**src/rtl/config_loader_pkg.sv**
```systemverilog
// Shared types and helpers for the slice configuration loader.
// Latency: n/a (types, constants and a constant function only).
// Backpressure: n/a.
// Optional build macro: CONFIG_LOADER_CRC_EN adds the CHECK state.
package config_loader_pkg;

    // Generator polynomial x^8 + x^2 + x + 1 for the serial config CRC
    localparam logic [7:0] CRC8_POLY = 8'h07;

    typedef enum logic [2:0] {
        IDLE,
        LOAD,
        SHIFT,
`ifdef CONFIG_LOADER_CRC_EN
        CHECK,
`endif
        DONE
    } state_t;

    // Number of bitstream words needed to fill the whole chain
    function automatic int words_needed(input int chain_len, input int word_w);
        return (chain_len + word_w - 1) / word_w;
    endfunction

endpackage

```
**src/rtl/config_crc8.sv**
```systemverilog
// Serial CRC-8 over the config bits, one bit per enabled cycle, MSB-first shift.
// Latency: crc reflects a bit on the cycle after bit_en; clear wins over bit_en.
// Backpressure: none; it observes the chain and never stalls it.
module config_crc8
    import config_loader_pkg::*;
(
    input  logic       clk,
    input  logic       rst_n,
    input  logic       clear,
    input  logic       bit_en,
    input  logic       bit_in,
    output logic [7:0] crc
);

    logic [7:0] crc_q;
    logic [7:0] crc_d;
    logic       fb;

    // Next CRC value: shift in one bit, fold in the polynomial on feedback
    always_comb begin
        fb    = crc_q[7] ^ bit_in;
        crc_d = crc_q;
        if (clear) begin
            crc_d = 8'h00;
        end else if (bit_en) begin
            crc_d = {crc_q[6:0], 1'b0} ^ (fb ? CRC8_POLY : 8'h00);
        end
    end

    // CRC register with synchronous active-low reset
    always_ff @(posedge clk) begin
        if (!rst_n) begin
            crc_q <= 8'h00;
        end else begin
            crc_q <= crc_d;
        end
    end

    assign crc = crc_q;

endmodule

```
**src/rtl/config_loader.sv**
```systemverilog
// Loads a bitstream word by word and shifts it LSB-first into the slice config chain.
// Latency: one LOAD cycle per word plus one SHIFT cycle per chain bit, then one DONE cycle.
// Backpressure: in_ready only in LOAD (and CHECK); chain shifting pauses while in_valid is low.
// Optional build macro: CONFIG_LOADER_CRC_EN adds a CRC-8 check word after the last bit.
module config_loader
    import config_loader_pkg::*;
#(
    parameter int WORD_W    = 8,
    parameter int CHAIN_LEN = 69
) (
    input  logic              config_clk,
    input  logic              config_rst_n,
    input  logic              start,
    input  logic [WORD_W-1:0] in_data,
    input  logic              in_valid,
    output logic              in_ready,
    output logic              config_en,
    output logic              config_out,
    output logic              busy,
    output logic              done,
    output logic              err
);

    localparam int CNT_W  = $clog2(CHAIN_LEN + 1);
    localparam int WCNT_W = (WORD_W > 1) ? $clog2(WORD_W) : 1;
    localparam logic [CNT_W-1:0]  CHAIN_LAST = CNT_W'(CHAIN_LEN - 1);
    localparam logic [CNT_W-1:0]  CHAIN_FULL = CNT_W'(CHAIN_LEN);
    localparam logic [WCNT_W-1:0] WORD_LAST  = WCNT_W'(WORD_W - 1);

    state_t              state_q, state_d;
    logic [CNT_W-1:0]    bit_cnt_q, bit_cnt_d;
    logic [WCNT_W-1:0]   word_bit_q, word_bit_d;
    logic [WORD_W-1:0]   shift_q, shift_d;
    logic                start_acc;

`ifdef CONFIG_LOADER_CRC_EN
    logic                err_q, err_d;
    logic [7:0]          crc_val;
`endif

    // Next-state, datapath updates and Moore outputs
    always_comb begin
        state_d    = state_q;
        bit_cnt_d  = bit_cnt_q;
        word_bit_d = word_bit_q;
        shift_d    = shift_q;
        start_acc  = 1'b0;
        in_ready   = 1'b0;
        config_en  = 1'b0;
        done       = 1'b0;
`ifdef CONFIG_LOADER_CRC_EN
        err_d      = err_q;
`endif
        case (state_q)
            IDLE: begin
                if (start) begin
                    start_acc = 1'b1;
                    bit_cnt_d = '0;
`ifdef CONFIG_LOADER_CRC_EN
                    err_d     = 1'b0;
`endif
                    state_d   = LOAD;
                end
            end
            LOAD: begin
                in_ready = 1'b1;
                if (in_valid) begin
                    shift_d    = in_data;
                    word_bit_d = '0;
                    state_d    = SHIFT;
                end
            end
            SHIFT: begin
                config_en  = 1'b1;
                shift_d    = shift_q >> 1;
                word_bit_d = word_bit_q + WCNT_W'(1);
                // Saturate so the counter can never wrap
                if (bit_cnt_q != CHAIN_FULL) begin
                    bit_cnt_d = bit_cnt_q + CNT_W'(1);
                end
                // Leave at the end of the word or when the chain is full,
                // whichever comes first; spare MSBs of the last word are dropped
                if (word_bit_q == WORD_LAST || bit_cnt_q >= CHAIN_LAST) begin
                    if (bit_cnt_q < CHAIN_LAST) begin
                        state_d = LOAD;
                    end else begin
`ifdef CONFIG_LOADER_CRC_EN
                        state_d = CHECK;
`else
                        state_d = DONE;
`endif
                    end
                end
            end
`ifdef CONFIG_LOADER_CRC_EN
            CHECK: begin
                in_ready = 1'b1;
                if (in_valid) begin
                    if (in_data[7:0] != crc_val) begin
                        err_d = 1'b1;
                    end
                    state_d = DONE;
                end
            end
`endif
            DONE: begin
                done    = 1'b1;
                state_d = IDLE;
            end
            default: begin
                state_d = IDLE;
            end
        endcase
    end

    // State and datapath registers with synchronous active-low reset
    always_ff @(posedge config_clk) begin
        if (!config_rst_n) begin
            state_q    <= IDLE;
            bit_cnt_q  <= '0;
            word_bit_q <= '0;
            shift_q    <= '0;
        end else begin
            state_q    <= state_d;
            bit_cnt_q  <= bit_cnt_d;
            word_bit_q <= word_bit_d;
            shift_q    <= shift_d;
        end
    end

    // Serial bit is gated so the chain input idles low outside SHIFT
    assign config_out = config_en & shift_q[0];
    assign busy       = (state_q != IDLE);

`ifdef CONFIG_LOADER_CRC_EN
    // Sticky mismatch flag, cleared only by an accepted start
    always_ff @(posedge config_clk) begin
        if (!config_rst_n) begin
            err_q <= 1'b0;
        end else begin
            err_q <= err_d;
        end
    end

    assign err = err_q;

    config_crc8 u_crc (
        .clk    (config_clk),
        .rst_n  (config_rst_n),
        .clear  (start_acc),
        .bit_en (config_en),
        .bit_in (config_out),
        .crc    (crc_val)
    );
`else
    assign err = 1'b0;
`endif

endmodule

```
**config.mk**
```make
export PLATFORM = sky130hd
export DESIGN_NAME = config_loader
export DESIGN_NICKNAME = d
export VERILOG_FILES = /design/src/rtl/config_loader_pkg.sv /design/src/rtl/config_crc8.sv /design/src/rtl/config_loader.sv
export SDC_FILE = /design/constraint.sdc
export NUM_CORES = 1
export LEC_CHECK = 0
export BUFFER_PORTS_ARGS = -buffer_cell sky130_fd_sc_hd__buf_2
export CORE_MARGIN = 2
export CORE_UTILIZATION = 40
export CTS_BUF_LIST = sky130_fd_sc_hd__clkbuf_4 sky130_fd_sc_hd__clkbuf_8
export DETAILED_ROUTE_END_ITERATION = 10
export GPL_TIMING_DRIVEN = 0
export PLACE_DENSITY = 0.7
export SLEW_MARGIN = 20
export SYNTH_ARGS = -nofsm -noshare
export SYNTH_HDL_FRONTEND = slang
export SYNTH_SLANG_ARGS = --single-unit
```
**constraint.sdc**
```tcl
create_clock -name config_clk -period 3.5 [get_ports config_clk]
set_input_delay 0.7 -clock config_clk [delete_from_list [all_inputs] [get_ports config_clk]]
set_output_delay 0.7 -clock config_clk [all_outputs]
set_load 0.01 [all_outputs]
```
==> impl_metrics.tcl <==
set metrics [dict create \
    whs_path_depth 2 \
    syn2layout_area_growth_pct 14.9 \
    fmax_mhz 452 \
    slew_violations 0 \
    dieHeight_um 56.9 \
    syn_avg_cell_area_sq_um 8.06 \
    post_cts_resized 0 \
    cts_buffer_depth 2 \
    p_leak_nw 0.524 \
    grt_pass1_vias 902 \
    hp-start "word_bit_q[2]$_SDFFE_PN0P_" \
    rsz0062_at_grt "no" \
    switching_share_pct 25.6 \
    ys_warn_count 0 \
    syn_inst 139 \
    cpPeakStageDelay_ps 480 \
    startpoint "state_q[1]$_SDFFE_PN0P_" \
    worstPathCellList "nand2b_1 -> inv_2 -> buf_2 -> and2_1 -> buf_2" \
    clock-sinks 20 \
    synth_cell_types 34 \
    r2r_slack_ps 1900 \
    grt_max_degree 13 \
    first_iter_violations 57 \
    cp_num_buf_inv 3 \
    cap_violations 0 \
    ys_seq_elements 20 \
    tns_ps 0 \
    antenna_left 0 \
    numPortBuffers 15 \
    power.density_nw_per_um2 415 \
    ioPinCount 18 \
    arrival_ps 1510 \
    fin_crit_sh_pct 63.3 \
    finClkSkew_ps 4.92 \
    sequentialPowerShare_pct 47.2 \
    synth_edf_count 0 \
    dieArea_sq_um 3240 \
    start_util_pct 41.3 \
    synth_nets 156 \
    power.total_mw 0.533 \
    numCtsBuffers 3 \
    required_ps 2800 \
    vias_per_cell 5.53 \
    cts.htree.levels 1 \
    crit_top_cell "buf_2" \
    drc 0 \
    die_w_um 56.9 \
    yosysSeqAreaShare_pct 35.8 \
    vdd_ir_drop_max_mv 0.276 \
    coreArea_sq_um 2710 \
    dr.pass1.iters 4 \
    reg2regPathDepth 5 \
    switching_power_mw 0.136 \
    cp_max_fo 10 \
    dp_slack_ps 1640 \
    num_rows 19 \
    cts-root-buf "clkbuf_4" \
    grt_pass1_wl_um 3740 \
    worstSkewPairLatency_ps 310 \
    final_area_sq_um 1290 \
    antenna_cells 0 \
    power_frac_clock_pct 36.2 \
    place_congestion 0.911 \
    synth_area_sq_um 1120 \
    path_delay_family "flip-flops" \
    rr_startpoint "bit_cnt_q[1]$_SDFFE_PN0P_" \
    nets 176 \
    synth-main-ff-cell "dfxtp_1" \
    setup_viol_count_final 0 \
    worstSetupPathType "reg -> out" \
    finalHoldViolCount 0 \
    fin_ws_ps 1290 \
    finalCoreUtilization_pct 47.5 \
    end_kind "primary output" \
    drive_gt1_share_pct 17.1 \
    holdWs_ps 490 \
    r2r_end "bit_cnt_q[1]$_SDFFE_PN0P_" \
    cts_tree "built" \
    p_int_mw 0.397 \
    period_needed_ps 2210 \
    clkTransAtPathRegs_ps 120 \
    dpl.cell_count 185 \
    wl_per_cell_um 12.1 \
    post_dp_cell_area_sq_um 1230 \
    gr-usage-all-layers_pct 14.0 \
    outcome "complete, no violations" \
    dpl.hpwl_um 1690 \
    antenna_found_initial 0 \
    hold_end "word_bit_q[2]$_SDFFE_PN0P_" \
    routed_wl_um 2290 \
    via_count 1045 \
    cts_setup_buffers 0 \
    hold_buffers 0 \
    startpoint_type "flip-flop" \
    slowest_stage "dfxtp_1" \
    worstHoldPathType "reg -> reg" \
    grt-ovfl-total 0 \
    pwr-share-comb_pct 16.7 \
    synthArstFlopShare_pct 0 \
    fin_cells 189 \
]
layout make-up:
type	instances	area (sq um)
Sequential cell	20	400
Multi-Input combinational cell	102	642
Fill cell	272	1420
Tap cell	31	38.8
Inverter	6	22.5
Clock buffer	3	22.5
Clock inverter	1	30.0
Buffer	11	55.1
Timing Repair Buffer	15	75.1
power by group through the flow:
| stage | clock, mW | sequential [mW] | combinational (mW) |
|---|---|---|---|
| 2_1_floorplan | 0 | 0.254 | 0.0662 |
| 3_3_place_gp | 0 | 0.256 | 0.0864 |
| 3_5_place_dp | 0 | 0.256 | 0.0883 |
| 4_1_cts | 0.194 | 0.251 | 0.0885 |
| 5_1_grt | 0.199 | 0.253 | 0.101 |
| 6_report | 0.193 | 0.251 | 0.0888 |
layer usage:
layer | GRT usage, % | vias to the layer above | wire (um)
met3 | 0.922 | 5 | 122
met1 | 19.2 | 469 | 1090
met4 | 5.98 | 0 | 44
met2 | 22.8 | 40 | 1040
met5 | 0 | - | 0
li1 | - | 531 | -
logic make-up (layout without fill, tap and decap cells):
family	Yosys count	in the layout	synth area share (%)
XOR/XNOR	1	1	0.782
multiplexers	5	5	4.47
AO/OA/AOI/OAI	21	21	14.3
adder cells (fa/ha/maj)	5	5	5.59
AND/OR/NAND/NOR	69	69	31.8
flip-flops	20	20	35.8
other	1	1	0.335
buffers and inverters	17	36	6.93
synth_stat cells (all sizes together), types with 4 or more instances:
master	number	area, sq um
clkbuf	7	26.3
ha	5	62.6
buf	4	28.8
nand2	26	97.6
nor3	8	40.0
a311oi	7	61.3
inv	6	22.5
dfxtp	20	400
nand3b	4	30.0
nand3	11	55.1
a21oi	6	30.0
mux2i	5	50.1
worst max-delay path by stage:
stage / endpoint / slack [ps] / cells past startpoint
6_report: config_out / 1290 / 5
5_1_grt: config_out / 1170 / 5
4_1_cts: config_out / 1270 / 5
3_5_place_dp: config_out / 1640 / 5
3_3_place_gp: config_out / 1650 / 5
2_1_floorplan: config_out / 1810 / 4
worst min-delay path, stage by stage, from the launching register on:
cell	delay (ps)
dfxtp_1	340
nand3_1	60
a21oi_1	60
cells in the final DEF, fill, tap and decap left out:
cell and count:
nand2b_1 3, buf_2 17, bufinv_16 1, nand3_1 11, o2bb2ai_1 1, nand4_1 2
clkbuf_1 7, nand2_1 26, o21ai_1 1, buf_6 1, nor3_1 8, and3_1 2
and2_1 3, and3b_1 2, o21bai_4 1, a311oi_1 7, or2_2 1, inv_2 2
nor4_1 3, a21oi_1 6, o41ai_1 1, or3b_1 1, ha_1 5, o21a_1 1
mux2i_1 5, or4_1 1, a31oi_1 2, buf_4 1, dfxtp_1 20, inv_1 4
clkbuf_4 3, nand3b_1 4, xor2_1 1, o31ai_1 1, nor2b_1 2, conb_1 1
state kept, by name, summed over array words and instances (netlist names):
| signal | flops |
|---|---|
| state_q | 2 |
| shift_q | 8 |
| word_bit_q | 3 |
| bit_cnt_q | 7 |
(Power assumes the default switching activity.)
